**config.mk**
```make
export PLATFORM = sky130hd
export DESIGN_NAME = ysyx_210544_trap_ctrl
export DESIGN_NICKNAME = d
export VERILOG_FILES = /design/src/rtl/ysyx_210544_trap_ctrl_pkg.sv /design/src/rtl/ysyx_210544_trap_ctrl.sv
export SDC_FILE = /design/constraint.sdc
export NUM_CORES = 1
export LEC_CHECK = 0
export ABC_AREA = 1
export ABC_CLOCK_PERIOD_IN_PS = 3650
export BUFFER_PORTS_ARGS = -buffer_cell sky130_fd_sc_hd__clkbuf_2
export CAP_MARGIN = 20
export CELL_PAD_IN_SITES_DETAIL_PLACEMENT = 1
export CELL_PAD_IN_SITES_GLOBAL_PLACEMENT = 2
export CORE_ASPECT_RATIO = 1.1
export CORE_MARGIN = 2
export CORE_UTILIZATION = 27
export DETAILED_ROUTE_END_ITERATION = 8
export HOLD_SLACK_MARGIN = 0.02
export PLACE_DENSITY_LB_ADDON = 0.1
export SKIP_LAST_GASP = 1
export SYNTH_ARGS = -nofsm -noshare
export SYNTH_HDL_FRONTEND = slang
export SYNTH_SLANG_ARGS = --single-unit
```
**constraint.sdc**
```tcl
create_clock -name clk -period 3.65 [get_ports clk]
set_input_delay 0.1825 -clock clk [delete_from_list [all_inputs] [get_ports clk]]
set_output_delay 0.1825 -clock clk [all_outputs]
set_load 0.02 [all_outputs]
```
**src/rtl/ysyx_210544_trap_ctrl_pkg.sv**
```systemverilog
// Shared CSR addresses, mstatus field positions and trap constants for the
// trap/return sequencer.
package ysyx_210544_trap_ctrl_pkg;

  localparam logic [11:0] CSR_ADR_MSTATUS = 12'h300;
  localparam logic [11:0] CSR_ADR_MIE     = 12'h304;
  localparam logic [11:0] CSR_ADR_MTVEC   = 12'h305;
  localparam logic [11:0] CSR_ADR_MEPC    = 12'h341;
  localparam logic [11:0] CSR_ADR_MCAUSE  = 12'h342;

  localparam int MST_MIE    = 3;
  localparam int MST_MPIE   = 7;
  localparam int MST_MPP_LO = 11;
  localparam int MST_MPP_HI = 12;

  localparam logic [63:0] CAUSE_MTIMER = 64'h8000_0000_0000_0007;

endpackage

```
**src/rtl/ysyx_210544_trap_ctrl.sv**
```systemverilog
// Trap/mret sequencer that owns the single CSR-file port: forwards instruction
// CSR accesses when idle and runs the fixed mstatus/mepc/mcause/mtvec sequence.
module ysyx_210544_trap_ctrl
  import ysyx_210544_trap_ctrl_pkg::*;
#(
  parameter bit VECTORED_EN = 1'b1
) (
  input  logic        clk,
  input  logic        rst,
  input  logic        i_exc_req,
  input  logic [63:0] i_exc_cause,
  input  logic [63:0] i_exc_pc,
  input  logic        i_mret_req,
  input  logic        i_irq_window,
  input  logic [63:0] i_irq_pc,
  input  logic        i_clint_mtip,
  input  logic        i_mstatus_mie,
  input  logic        i_mie_mtie,
  input  logic        i_inst_csr_ren,
  input  logic        i_inst_csr_wen,
  input  logic [11:0] i_inst_csr_addr,
  input  logic [63:0] i_inst_csr_wdata,
  output logic [63:0] o_inst_csr_rdata,
  output logic        o_inst_csr_ready,
  output logic        o_csr_ren,
  output logic        o_csr_wen,
  output logic [11:0] o_csr_addr,
  output logic [63:0] o_csr_wdata,
  input  logic [63:0] i_csr_rdata,
  output logic        o_req_ack,
  output logic        o_busy,
  output logic        o_redirect_valid,
  output logic [63:0] o_redirect_pc
);

  typedef enum logic [2:0] {
    S_IDLE      = 3'd0,
    S_RD_MST    = 3'd1,
    S_WR_MEPC   = 3'd2,
    S_WR_MCAUSE = 3'd3,
    S_WR_MST    = 3'd4,
    S_RD_MTVEC  = 3'd5,
    S_RD_MEPC   = 3'd6,
    S_DONE      = 3'd7
  } state_t;

  state_t      r_state;
  logic [63:0] r_cause;
  logic [63:0] r_pc;
  logic [63:0] r_mst;
  logic [63:0] r_target;
  logic        r_is_irq;
  logic        r_is_mret;

  logic        w_irq;
  logic        w_accept;
  logic        w_vectored;
  logic [63:0] w_mtvec_target;

  // Trap entry stacks MIE into MPIE; mret pops it back. MPP is always M-mode.
  function automatic logic [63:0] mst_update(input logic [63:0] mst, input logic is_mret);
    logic [63:0] res;
    res = mst;
    if (is_mret) begin
      res[MST_MIE]  = mst[MST_MPIE];
      res[MST_MPIE] = 1'b1;
    end else begin
      res[MST_MPIE] = mst[MST_MIE];
      res[MST_MIE]  = 1'b0;
    end
    res[MST_MPP_HI:MST_MPP_LO] = 2'b11;
    return res;
  endfunction

  assign w_irq    = i_irq_window & i_clint_mtip & i_mstatus_mie & i_mie_mtie;
  assign w_accept = (r_state == S_IDLE) & (i_exc_req | i_mret_req | w_irq);

  // Vectoring applies to interrupts only; exceptions always land on BASE.
  assign w_vectored     = VECTORED_EN & (i_csr_rdata[1:0] == 2'b01) & r_is_irq;
  assign w_mtvec_target = {i_csr_rdata[63:2], 2'b00}
                        + (w_vectored ? {56'd0, r_cause[5:0], 2'b00} : 64'd0);

  // NOTE: sequential state uses non-blocking assignments so every register
  // samples pre-edge values regardless of statement order.
  always_ff @(posedge clk) begin
    if (rst) begin
      r_state   <= S_IDLE;
      r_cause   <= '0;
      r_pc      <= '0;
      r_mst     <= '0;
      r_target  <= '0;
      r_is_irq  <= 1'b0;
      r_is_mret <= 1'b0;
    end else begin
      case (r_state)
        S_IDLE: begin
          if (i_exc_req) begin
            r_cause   <= i_exc_cause;
            r_pc      <= i_exc_pc;
            r_is_irq  <= 1'b0;
            r_is_mret <= 1'b0;
            r_state   <= S_RD_MST;
          end else if (i_mret_req) begin
            r_is_irq  <= 1'b0;
            r_is_mret <= 1'b1;
            r_state   <= S_RD_MST;
          end else if (w_irq) begin
            r_cause   <= CAUSE_MTIMER;
            r_pc      <= i_irq_pc;
            r_is_irq  <= 1'b1;
            r_is_mret <= 1'b0;
            r_state   <= S_RD_MST;
          end
        end
        S_RD_MST: begin
          r_mst   <= i_csr_rdata;
          r_state <= r_is_mret ? S_WR_MST : S_WR_MEPC;
        end
        S_WR_MEPC:   r_state <= S_WR_MCAUSE;
        S_WR_MCAUSE: r_state <= S_WR_MST;
        S_WR_MST:    r_state <= r_is_mret ? S_RD_MEPC : S_RD_MTVEC;
        S_RD_MTVEC: begin
          r_target <= w_mtvec_target;
          r_state  <= S_DONE;
        end
        S_RD_MEPC: begin
          r_target <= i_csr_rdata;
          r_state  <= S_DONE;
        end
        S_DONE:  r_state <= S_IDLE;
        default: r_state <= S_IDLE;
      endcase
    end
  end

  // NOTE: every output gets a default first so no path through the case
  // leaves a latch behind. Reset forces all outputs low, including the port.
  always_comb begin
    o_inst_csr_rdata = '0;
    o_inst_csr_ready = 1'b0;
    o_csr_ren        = 1'b0;
    o_csr_wen        = 1'b0;
    o_csr_addr       = '0;
    o_csr_wdata      = '0;
    o_req_ack        = 1'b0;
    o_busy           = 1'b0;
    o_redirect_valid = 1'b0;
    o_redirect_pc    = '0;
    if (!rst) begin
      o_busy = (r_state != S_IDLE);
      case (r_state)
        S_IDLE: begin
          o_req_ack = i_exc_req | i_mret_req;
          if (!w_accept) begin
            o_csr_ren        = i_inst_csr_ren;
            o_csr_wen        = i_inst_csr_wen;
            o_csr_addr       = i_inst_csr_addr;
            o_csr_wdata      = i_inst_csr_wdata;
            o_inst_csr_rdata = i_csr_rdata;
            o_inst_csr_ready = i_inst_csr_ren | i_inst_csr_wen;
          end
        end
        S_RD_MST: begin
          o_csr_ren  = 1'b1;
          o_csr_addr = CSR_ADR_MSTATUS;
        end
        S_WR_MEPC: begin
          o_csr_wen   = 1'b1;
          o_csr_addr  = CSR_ADR_MEPC;
          o_csr_wdata = {r_pc[63:2], 2'b00};
        end
        S_WR_MCAUSE: begin
          o_csr_wen   = 1'b1;
          o_csr_addr  = CSR_ADR_MCAUSE;
          o_csr_wdata = r_cause;
        end
        S_WR_MST: begin
          o_csr_wen   = 1'b1;
          o_csr_addr  = CSR_ADR_MSTATUS;
          o_csr_wdata = mst_update(r_mst, r_is_mret);
        end
        S_RD_MTVEC: begin
          o_csr_ren  = 1'b1;
          o_csr_addr = CSR_ADR_MTVEC;
        end
        S_RD_MEPC: begin
          o_csr_ren  = 1'b1;
          o_csr_addr = CSR_ADR_MEPC;
        end
        S_DONE: begin
          o_redirect_valid = 1'b1;
          o_redirect_pc    = r_target;
        end
        default: ;
      endcase
    end
  end

endmodule

```
==> out/metrics.yaml, run 1 <==
clocking:
  path_clk_slew_ns: 0.06
  cts_inserted_buffers: 35
  postCtsSetupBuffers: 0
  cts_tree: "built"
  clk_path_buf_depth: 3
  htree_levels: 2
  clock_latency_ns: 0.56
  clock-sinks: 257
  cts_resized: 0
  root_buffer: "clkbuf_16"
yosys:
  syn-num-nets: 2825
  ys_types: 48
  synth.avg_cell_area_sq_um: 6.208
  synth_top_area_share_pct: 33.47
  synth_compound_area_share_pct: 20.88
  synth_top_family_by_area: "simple AND/OR/NAND/NOR gates"
  yosysSeqAreaShare_pct: 33.47
  syn_area_sq_um: 15370
  ys_seq_elements: 257
  yosysWarningCount: 0
  synthCells: 2476
  synth_xor_area_share_pct: 1.083
  ys_top_cells_by_area: "dfxtp_1 33%, nand2_1 16%, inv_1 7.7%"
  synth_ff_type: "dfxtp_1"
  async_flop_share_pct: 0
  synth_edf_count: 0
  synth-simple-area-share_pct: 31.27
  yosys-mux-area-fraction_pct: 0
  synthAdderAreaFrac_pct: 0.6186
  synth_area_leader_cell: "dfxtp_1"
placement:
  routabilityCongestion: 0.8677
  portBuffers: 547
  dpl.hpwl_um: 62780
  pre_cts_ws_ns: 0.8012
power:
  switchingPower_mw: 2.646
  p_clk_share_pct: 42.2
  switching_share_pct: 31.72
  ir_drop_uv: 236.1
  leakage_nw: 9.907
  p_per_area_nw_per_um2: 401.5
  seqPwrFrac_pct: 37.5
  pwr-share-comb_pct: 20.3
  power.internal_mw: 5.696
sta:
  final_max_slew_viol_count: 0
  final-setup-viol-count: 0
  finalCritPeriodShare_pct: 92.22
  max_slew_margin_pct: 35.20
  rsz0062_at_grt: "no"
  hold_slack_ns: 0.04519
  skew_ns: 0.01858
  setup_slack_ns: 0.2841
  finalSetupTns_ns: 0
  hold_viol: 0
  worstMarginPinSlew_ns: 0.9719
  fmax_mhz: 297.1
  post-route-min-period_ns: 3.366
route:
  avgRoutedWirePerCell_um: 21.50
  drtPass1Iterations: 5
  drt-total-wl_um: 81700
  num_vias: 18560
  post-route-drc-count: 0
  drtIter0Drc: 1129
  avgViaCountPerCell: 4.885
  ant_nets: 0
die:
  start_util_pct: 27.38
  die_w_um: 231.5
  die_h_um: 254.2
  row_count: 91
  core_area_sq_um: 56130
  die-area_sq_um: 58860
  pin_count: 552
final_layout:
  seq_area_sq_um: 5145
  layout_common_cells: "645 x nand2_1, 545 x clkbuf_2, 313 x inv_1"
  syn_to_final_growth_pct: 35.16
  layout_commonest_cell: "nand2_1"
  multiInputGateArea_sq_um: 8323
  drive_above_1_share_pct: 23.63
  utilization_pct: 37.01
  fin_nets: 3379
  nFillCells: 7400
worst_setup_path:
  crit_path_max_fanout: 26
  cp.required_ns: 3.47
  crit_type: "reg -> out"
  cp.arrival_ns: 3.18
  r2r_cells: 15
  worstSetupEndpointType: "output port"
  cp-start-kind: "register"
run_status:
  status: "complete, no violations"
global_routing:
  grt_max_degree: 97
  grt-ovfl-total: 0
  grt_pass1_wl_um: 119100
  grtUsageTotal_pct: 26.84
  grt_pass1_vias: 19070
  antenna_found_initial: 1
min_path:
  hold_path.class: "in -> reg"
  hold_depth: 5
run:
  drv_cap: 0
## metrics by stage
step	cell area [sq um]	cells	power [mW]
after floorplan	15370	2476	4.069
after global placement	18670	3642	4.751
after detailed placement	18670	3642	4.789
after CTS	20770	3799	8.439
after global routing	20780	3800	8.738
final	20780	3800	8.341
## cell families (layout without fill, tap and decap cells)
| group | count (synthesis) | in the layout |
|---|---|---|
| simple gates | 1135 | 1135 |
| compound gates | 573 | 573 |
| buf+inv | 485 | 1064 |
| flops | 257 | 257 |
| xor+xnor | 19 | 19 |
| fa+ha+maj | 7 | 7 |
| other cells | 0 | 1 |
## final cells by class
class	count	share of cell area, %
inverters	326	5.920
multi-input cells	1734	40.06
clock inverters	12	0.6444
repair buffers	676	19.19
well taps	744	4.481
diodes	1	0.01204
clock buffers	50	4.926
flip-flops and latches	257	24.76
## path summary, 6_finish.rpt
path                                              start  slack, ns                         to
worst max register to register    r_is_irq$_SDFFE_PP0P_       0.97  r_target[36]$_SDFFE_PP0N_
worst min-delay path                       i_irq_pc[17]       0.05      r_pc[17]$_SDFFE_PP0P_
worst min register to register    r_pc[43]$_SDFFE_PP0P_       0.45      r_pc[43]$_SDFFE_PP0P_
worst max-delay path            r_state[2]$_SDFFE_PP0P_       0.28            o_csr_wdata[57]
## cells in the mapped netlist (all sizes together) (9+ instances only)
cell and instances:
a21oi 230, a221oi 52, a31oi 9, buf 74
clkbuf 85, dfxtp 257, inv 323, nand2 665
nand3 108, nand4 24, nor2 309, nor3 17
o21ai 206, o21bai 9, o22ai 58, xor2 18
## repair_timing
action	in CTS	in global routing
endpoints found under the setup margin	0	0
hold endpoints to repair	90	0
hold buffers	95	0
## metal layers
layer,track usage [%],vias to the layer above,part of all wire (%)
met4,8.848,0,3.1
met2,45.58,468,47
met3,3.824,96,4.6
li1,-,9081,-
met5,0,-,0
met1,34.86,8919,45
## sequential cells by signal, indices dropped and copies added (netlist names)
signal,count
r_state,3
r_pc,62
r_cause,64
r_is_mret,1
r_target,64
r_mst,62
r_is_irq,1
## worst max-delay path, cell delays in order (launching register included)
cell	delay (ns)
dfxtp_1	0.54
inv_2	0.19
nand2_2	0.21
inv_2	0.12
nand2_1	0.23
inv_2	0.29
buf_4	0.32
a221oi_1	0.44
nor2_1	0.08
clkbuf_2	0.20
## power by group through the flow
stage	logic, mW	registers, mW	clock network [mW]
floorplan	0.910	3.16	0
CTS	1.70	3.13	3.61
detailed placement	1.60	3.19	0
global route	1.86	3.15	3.72
finish	1.69	3.13	3.52
global placement	1.57	3.18	0
Note: power is estimated with default switching activity, not from simulation.
==> run 2, diff against run 1 <==
- CORE_UTILIZATION: 27 -> 28
- CTS_BUF_LIST: not set -> sky130_fd_sc_hd__clkbuf_2 sky130_fd_sc_hd__clkbuf_4 sky130_fd_sc_hd__clkbuf_8
==> out/metrics.yaml, run 2 (synthesized netlist as in run 1, its figures left out) <==
global_routing:
  grt_pass1_wl_um: 120700  # +1.4%
  use_met1_pct: 35.98  # +1.1 points
  gr-max-usage-layer: "met2"
  grtUsageTotal_pct: 28.02  # +1.2 points
  grt_max_degree: 117  # +21%
  antenna_found_initial: 10  # +9
  grt-ovfl-total: 0  # unchanged
  grtUsageMet3_pct: 4.026  # +0.20 points
  grt_use_met2_pct: 47.42  # +1.8 points
  grt_pass1_vias: 19980  # +4.8%
route:
  num_vias: 19190  # +3.4%
  drtPass1Iterations: 5  # unchanged
  avgViaCountPerCell: 4.855  # -0.63%
  ant_nets: 0  # unchanged
  drtIter0Drc: 988  # -12%
  drt-total-wl_um: 82100  # +0.49%
  avgRoutedWirePerCell_um: 20.77  # -3.4%
  post-route-drc-count: 0  # unchanged
clocking:
  htree_levels: 2  # unchanged
  clk_path_buf_depth: 3  # unchanged
  cts_tree: "built"
  cts_resized: 0  # unchanged
  cts_inserted_buffers: 49  # +40%
  clock_latency_ns: 0.65  # +0.09 ns
  root_buffer: "clkbuf_8"
  postCtsSetupBuffers: 0  # unchanged
  path_clk_slew_ns: 0.06  # about the same
  clock-sinks: 257  # unchanged
  hold_buffers: 231  # +140%
final_layout:
  utilization_pct: 40.37  # +3.4 points
  finalInstanceArea_sq_um: 22000  # +5.9%
  syn_to_final_growth_pct: 43.16
  layout_commonest_cell: "nand2_1"
  drive_above_1_share_pct: 23.30  # -0.33 points
  layout_common_cells: "645 x nand2_1, 545 x clkbuf_2, 313 x inv_1"
  biggestRegsByFlops: "r_cause x64, r_target x64"
  nFillCells: 7304  # -1.3%
  fin_nets: 3522  # +4.2%
worst_setup_path:
  crit_buf_inv: 4  # -1
  worstSetupEndpointType: "output port"
  cp.arrival_ns: 3.10  # -0.08 ns
  cp-start-kind: "register"
  path_delay_family: "buffers and inverters"
  crit_top_cell: "inv_2"
  crit_chain: "inv_2 > nor2_1 > inv_2 > nor2_4 > buf_4 > nand2_1 > a41oi_1 > clkbuf_2"
  crit_path_max_fanout: 30  # +15%
  crit_type: "reg -> out"
  cp.required_ns: 3.47  # about the same
  slowest_delay_ns: 0.55  # about the same
  crit_slowest_cell: "dfxtp_1"
placement:
  routabilityCongestion: 0.8561  # -1.3%
  portBuffers: 547  # unchanged
  dpl.hpwl_um: 60980  # -2.9%
  place_area_sq_um: 18640  # -0.13%
run_status:
  status: "complete, no violations"
sta:
  hold_viol: 0  # unchanged
  finalSetupTns_ns: 0  # unchanged
  final_max_slew_viol_count: 0  # unchanged
  hold_slack_ns: 0.05448  # +0.009290 ns
  fmax_mhz: 304.6  # +2.5%
  rsz0062_at_grt: "no"
  worstMarginPinSlew_ns: 0.9800  # +0.008086 ns
  final-setup-viol-count: 0  # unchanged
  finalCritPeriodShare_pct: 89.96  # -2.3 points
  post-route-min-period_ns: 3.283  # -0.08250 ns
  max_slew_margin_pct: 34.43  # -0.77 points
  skew_ns: 0.05072  # +0.03213 ns
min_path:
  hold_path.class: "in -> reg"
die:
  pin_count: 552  # unchanged
  die-area_sq_um: 56790  # -3.5%
  die_h_um: 249.7  # -1.8%
  die_w_um: 227.4  # -1.8%
  core_area_sq_um: 54500  # -2.9%
  start_util_pct: 28.20  # +0.82 points
  row_count: 90  # -1.1%
power:
  total_power_mw: 8.051  # -3.5%
  leakage_nw: 10.45  # +5.5%
  ir_drop_uv: 165.6  # -30%
  p_per_area_nw_per_um2: 365.9  # -8.9%
run:
  drv_cap: 0  # unchanged
==> run 2: cell types whose count changed in the layout (fill, tap and decap cells not counted), sizes merged <==
| cell | previous run | this run |
|---|---|---|
| dlygate4sd3 | 95 | 231 |
| clkbuf | 595 | 623 |
| buf | 36 | 29 |
| diode | 1 | 7 |
| clkinv | 9 | 8 |
| inv | 325 | 324 |
==> run 2: stage by stage <==
step / std cells / setup WS, ns
2_1_floorplan: 2476 / 1.594
3_3_place_gp: 3627 / 0.8765
3_5_place_dp: 3627 / 0.8223
4_1_cts: 3946 / 0.2905
5_1_grt: 3952 / 0.1236
6_report: 3953 / 0.3666
==> run 2: power breakdown <==
part	leakage (nW)	switching (mW)	internal, mW	total (mW)
sequential	2.10	0.0868	3.04	3.13
combinational	7.79	1.16	0.664	1.82
clock	0.553	1.35	1.75	3.10
total	10.5	2.60	5.46	8.05
==> run 2: area by class of cell <==
cell class | instances | area, sq um | area share [%]
antenna | 7 | 17.52 | 0.07960
sequential | 257 | 5145 | 23.38
tap | 736 | 920.9 | 4.185
timing repair buffer | 805 | 5334 | 24.24
clock buffer | 78 | 929.6 | 4.225
multi-input combinational | 1734 | 8323 | 37.82
inverter | 326 | 1230 | 5.589
clock inverter | 10 | 105.1 | 0.4776
==> run 2: tightest hold or removal path: stages <==
cell	delay, ns
clkbuf_2	0.08
nand2_1	0.05
nand2_1	0.09
o21ai_0	0.10
a21oi_1	0.12
==> run 2: final timing paths <==
kind,endpoint,startpoint,slack [ns],cells past startpoint
setup reg to reg,r_target[18]$_SDFFE_PP0N_,r_is_irq$_SDFFE_PP0P_,0.51,15
hold / removal,r_pc[6]$_SDFFE_PP0P_,i_irq_pc[6],0.05,5
hold reg to reg,r_pc[11]$_SDFFE_PP0P_,r_pc[11]$_SDFFE_PP0P_,0.45,2
setup / recovery,o_csr_wdata[12],r_state[1]$_SDFFE_PP0P_,0.37,8
==> run 2: metal layers <==
metal	wire length, um	up-vias	part of all wire, %
met5	27	-	0.033
met4	2798	4	3.4
met3	4064	119	4.9
met2	38950	536	47
met1	36260	9158	44
li1	-	9373	-
==> run 3, diff against run 2 <==
- ABC_AREA: 1 -> not set
- CORE_UTILIZATION: 28 -> 30
==> out/metrics.yaml, run 3 <==
yosys:
  ys_top_cells_by_area: "dfxtp_1 36%, nor2_1 7.3%, and2_1 5.7%"
  synth.avg_cell_area_sq_um: 8.120  # +31%
  synth_area_leader_cell: "dfxtp_1"
  yosysMostFrequentCell: "nor2_1"
  syn_area_sq_um: 14250  # -7.3%
  yosysSeqAreaShare_pct: 36.11  # +2.6 points
  ys_seq_elements: 257  # unchanged
  synth_top_area_share_pct: 36.11  # +2.6 points
  synth_edf_count: 0  # unchanged
  async_flop_share_pct: 0  # unchanged
  ys_types: 69  # +44%
  syn-num-nets: 2104  # -26%
  yosysWarningCount: 0  # unchanged
  synthCells: 1755  # -29%
  synthTopCellsByCount: "279 x nor2_1, 257 x dfxtp_1, 183 x nand2_1, 130 x and2_1, 126 x clkbuf_1"
  synth_ff_type: "dfxtp_1"
die:
  start_util_pct: 30.43  # +2.2 points
  core_area_sq_um: 46840  # -14%
  pin_count: 552  # unchanged
  die-area_sq_um: 49260  # -13%
  die_w_um: 211.8  # -6.9%
  die_h_um: 232.6  # -6.9%
  row_count: 83  # -7.8%
sta:
  max_slew_margin_pct: 30.28  # -4.2 points
  setup_slack_ns: 0.3577  # -0.008960 ns
  final_max_slew_viol_count: 0  # unchanged
  hold_viol: 0  # unchanged
  finalCritPeriodShare_pct: 90.20  # +0.25 points
  post-route-min-period_ns: 3.292  # +0.008960 ns
  finalSetupTns_ns: 0  # unchanged
  rsz0062_at_grt: "no"
  worstMarginPinSlew_ns: 1.046  # +0.06575 ns
  skew_ns: 0.02032  # -0.03040 ns
  fmax_mhz: 303.7  # -0.27%
  final-setup-viol-count: 0  # unchanged
placement:
  dpl.hpwl_um: 49710  # -18%
  place_inst: 2817  # -22%
  pre_cts_ws_ns: 0.5460  # -0.2762 ns
  portBuffers: 547  # unchanged
  routabilityCongestion: 0.8687  # +1.5%
global_routing:
  grt_max_degree: 110  # -6.0%
  grt-ovfl-total: 0  # unchanged
  antenna_found_initial: 7  # -3
  grt_pass1_wl_um: 103500  # -14%
  grt_pass1_vias: 17030  # -15%
  grtUsageTotal_pct: 27.46  # -0.57 points
clocking:
  root_buffer: "clkbuf_8"
  clock_latency_ns: 0.62  # -0.03 ns
  cts_tree: "built"
  path_clk_slew_ns: 0.06  # about the same
  postCtsSetupBuffers: 0  # unchanged
  htree_levels: 2  # unchanged
  clock-sinks: 257  # unchanged
  clk_path_buf_depth: 3  # unchanged
  cts_inserted_buffers: 48  # -2.0%
route:
  drtIter0Drc: 939  # -5.0%
  post-route-drc-count: 0  # unchanged
  avgViaCountPerCell: 5.233  # +7.8%
  num_vias: 16530  # -14%
  ant_nets: 0  # unchanged
  drtPass1Iterations: 8  # +3
  drt-total-wl_um: 70010  # -15%
  avgRoutedWirePerCell_um: 22.16  # +6.7%
final_layout:
  stdcell_count: 3159  # -20%
  layout_common_cells: "545 x clkbuf_2, 276 x nor2_1, 256 x dfxtp_1"
  drive_above_1_share_pct: 30.58  # +7.3 points
  layout_commonest_cell: "clkbuf_2"
  fin_nets: 2827  # -20%
  syn_to_final_growth_pct: 48.78
  biggestRegsByFlops: "r_cause x64, r_target x64"
power:
  ir_drop_uv: 222.3  # +34%
  total_power_mw: 8.694  # +8.0%
  leakage_nw: 9.040  # -14%
  p_per_area_nw_per_um2: 410.1  # +12%
worst_setup_path:
  crit_type: "reg -> out"
  worstSetupEndpointType: "output port"
  crit_chain: "inv_1 > nand2_1 > nor3_4 > buf_4 > and2_1 > clkbuf_2"
  crit_path_max_fanout: 36  # +20%
  cp.arrival_ns: 3.11  # about the same
  crit_slowest_cell: "nor3_4"
  cp.required_ns: 3.47  # about the same
  slowest_delay_ns: 0.69  # +0.14 ns
  cp-startpoint: "r_state[0]$_SDFFE_PP0P_"
  cp-start-kind: "register"
  r2r-start: "r_is_irq$_SDFFE_PP0P_"
run_status:
  status: "complete, no violations"
min_path:
  hold_path.class: "in -> reg"
  hold_path_startpoint: "i_irq_pc[31]"
run:
  drv_cap: 0  # unchanged
-- run 3: changes by cell type after synthesis, sizes merged, moves of 44 or more --
cell and change:
nand2 -482, inv -308, o21ai -188, a21oi -150, and2 +129, a211oi +84
nand3 -82, a22oi +63, mux2i +63, mux2 +62, a222oi +58, o22ai -57
a221oi -48, nor4 +44
-- run 3: area by class of cell --
class / count / area, sq um
Antenna cell: 7 / 17.52
Fill cell: 5660 / 25630
Multi-Input combinational cell: 1321 / 8481
Clock inverter: 9 / 45.04
Inverter: 15 / 56.30
Sequential cell: 257 / 5149
Tap cell: 637 / 797.0
Timing Repair Buffer: 835 / 5633
Clock buffer: 78 / 1023
-- run 3: final timing paths --
path / to / slack (ns) / cells past startpoint
max: o_inst_csr_rdata[53] / 0.36 / 6
min: r_pc[31]$_SDFFE_PP0P_ / 0.06 / 3
max reg2reg: r_target[60]$_SDFFE_PP0N_ / 0.44 / 11
min reg2reg: r_target[4]$_SDFFE_PP0N_ / 0.45 / 2
-- run 3: through the flow --
step	hold slack, ns	utilization (%)	instance area [sq um]
2_1_floorplan	0.3185	-	14250
3_3_place_gp	0.4178	37.63	17620
3_5_place_dp	0.4295	37.63	17620
4_1_cts	0.03349	45.21	21180
5_1_grt	0.06797	45.27	21200
6_report	0.06174	45.27	21200
-- run 3: timing repair --
item / in CTS / in global routing
gates resized for setup: 0 / 1
hold buffers: 248 / 0
endpoints found under the setup margin: 0 / 1
hold endpoints to repair: 234 / 0
-- run 3: routing by layer --
metal	GRT usage, %	up-vias	wire, um	part of all wire, %
li1	-	7885	-	-
met1	35.71	8006	31180	45
met2	45.35	521	32780	47
met3	5.048	120	3912	5.6
met4	9.793	0	2144	3.1
met5	0	-	0	0
-- run 3: power by group --
group          internal, mW  switching, mW  total [mW]
combinational         0.943           1.32        2.27
sequential             3.09          0.211        3.30
clock                  1.77           1.36        3.13
-- run 3: cell families after synthesis --
logic type	Yosys count	synth area share, %
AOI/OAI and AO/OA	396	20.99
xor gates and xnor gates	16	0.9834
adders and majority gates	7	0.6673
buffers and inverters	177	5.014
DFF	257	36.10
muxes	125	9.325
and+or+nand+nor	777	26.91
-- run 3: worst max-delay path: cells and delay by family, from the launching register on --
family | cells | cell delay (ns)
and+or+nand+nor | 3 | 1.15
DFF | 1 | 0.46
buffers and inverters | 3 | 0.87
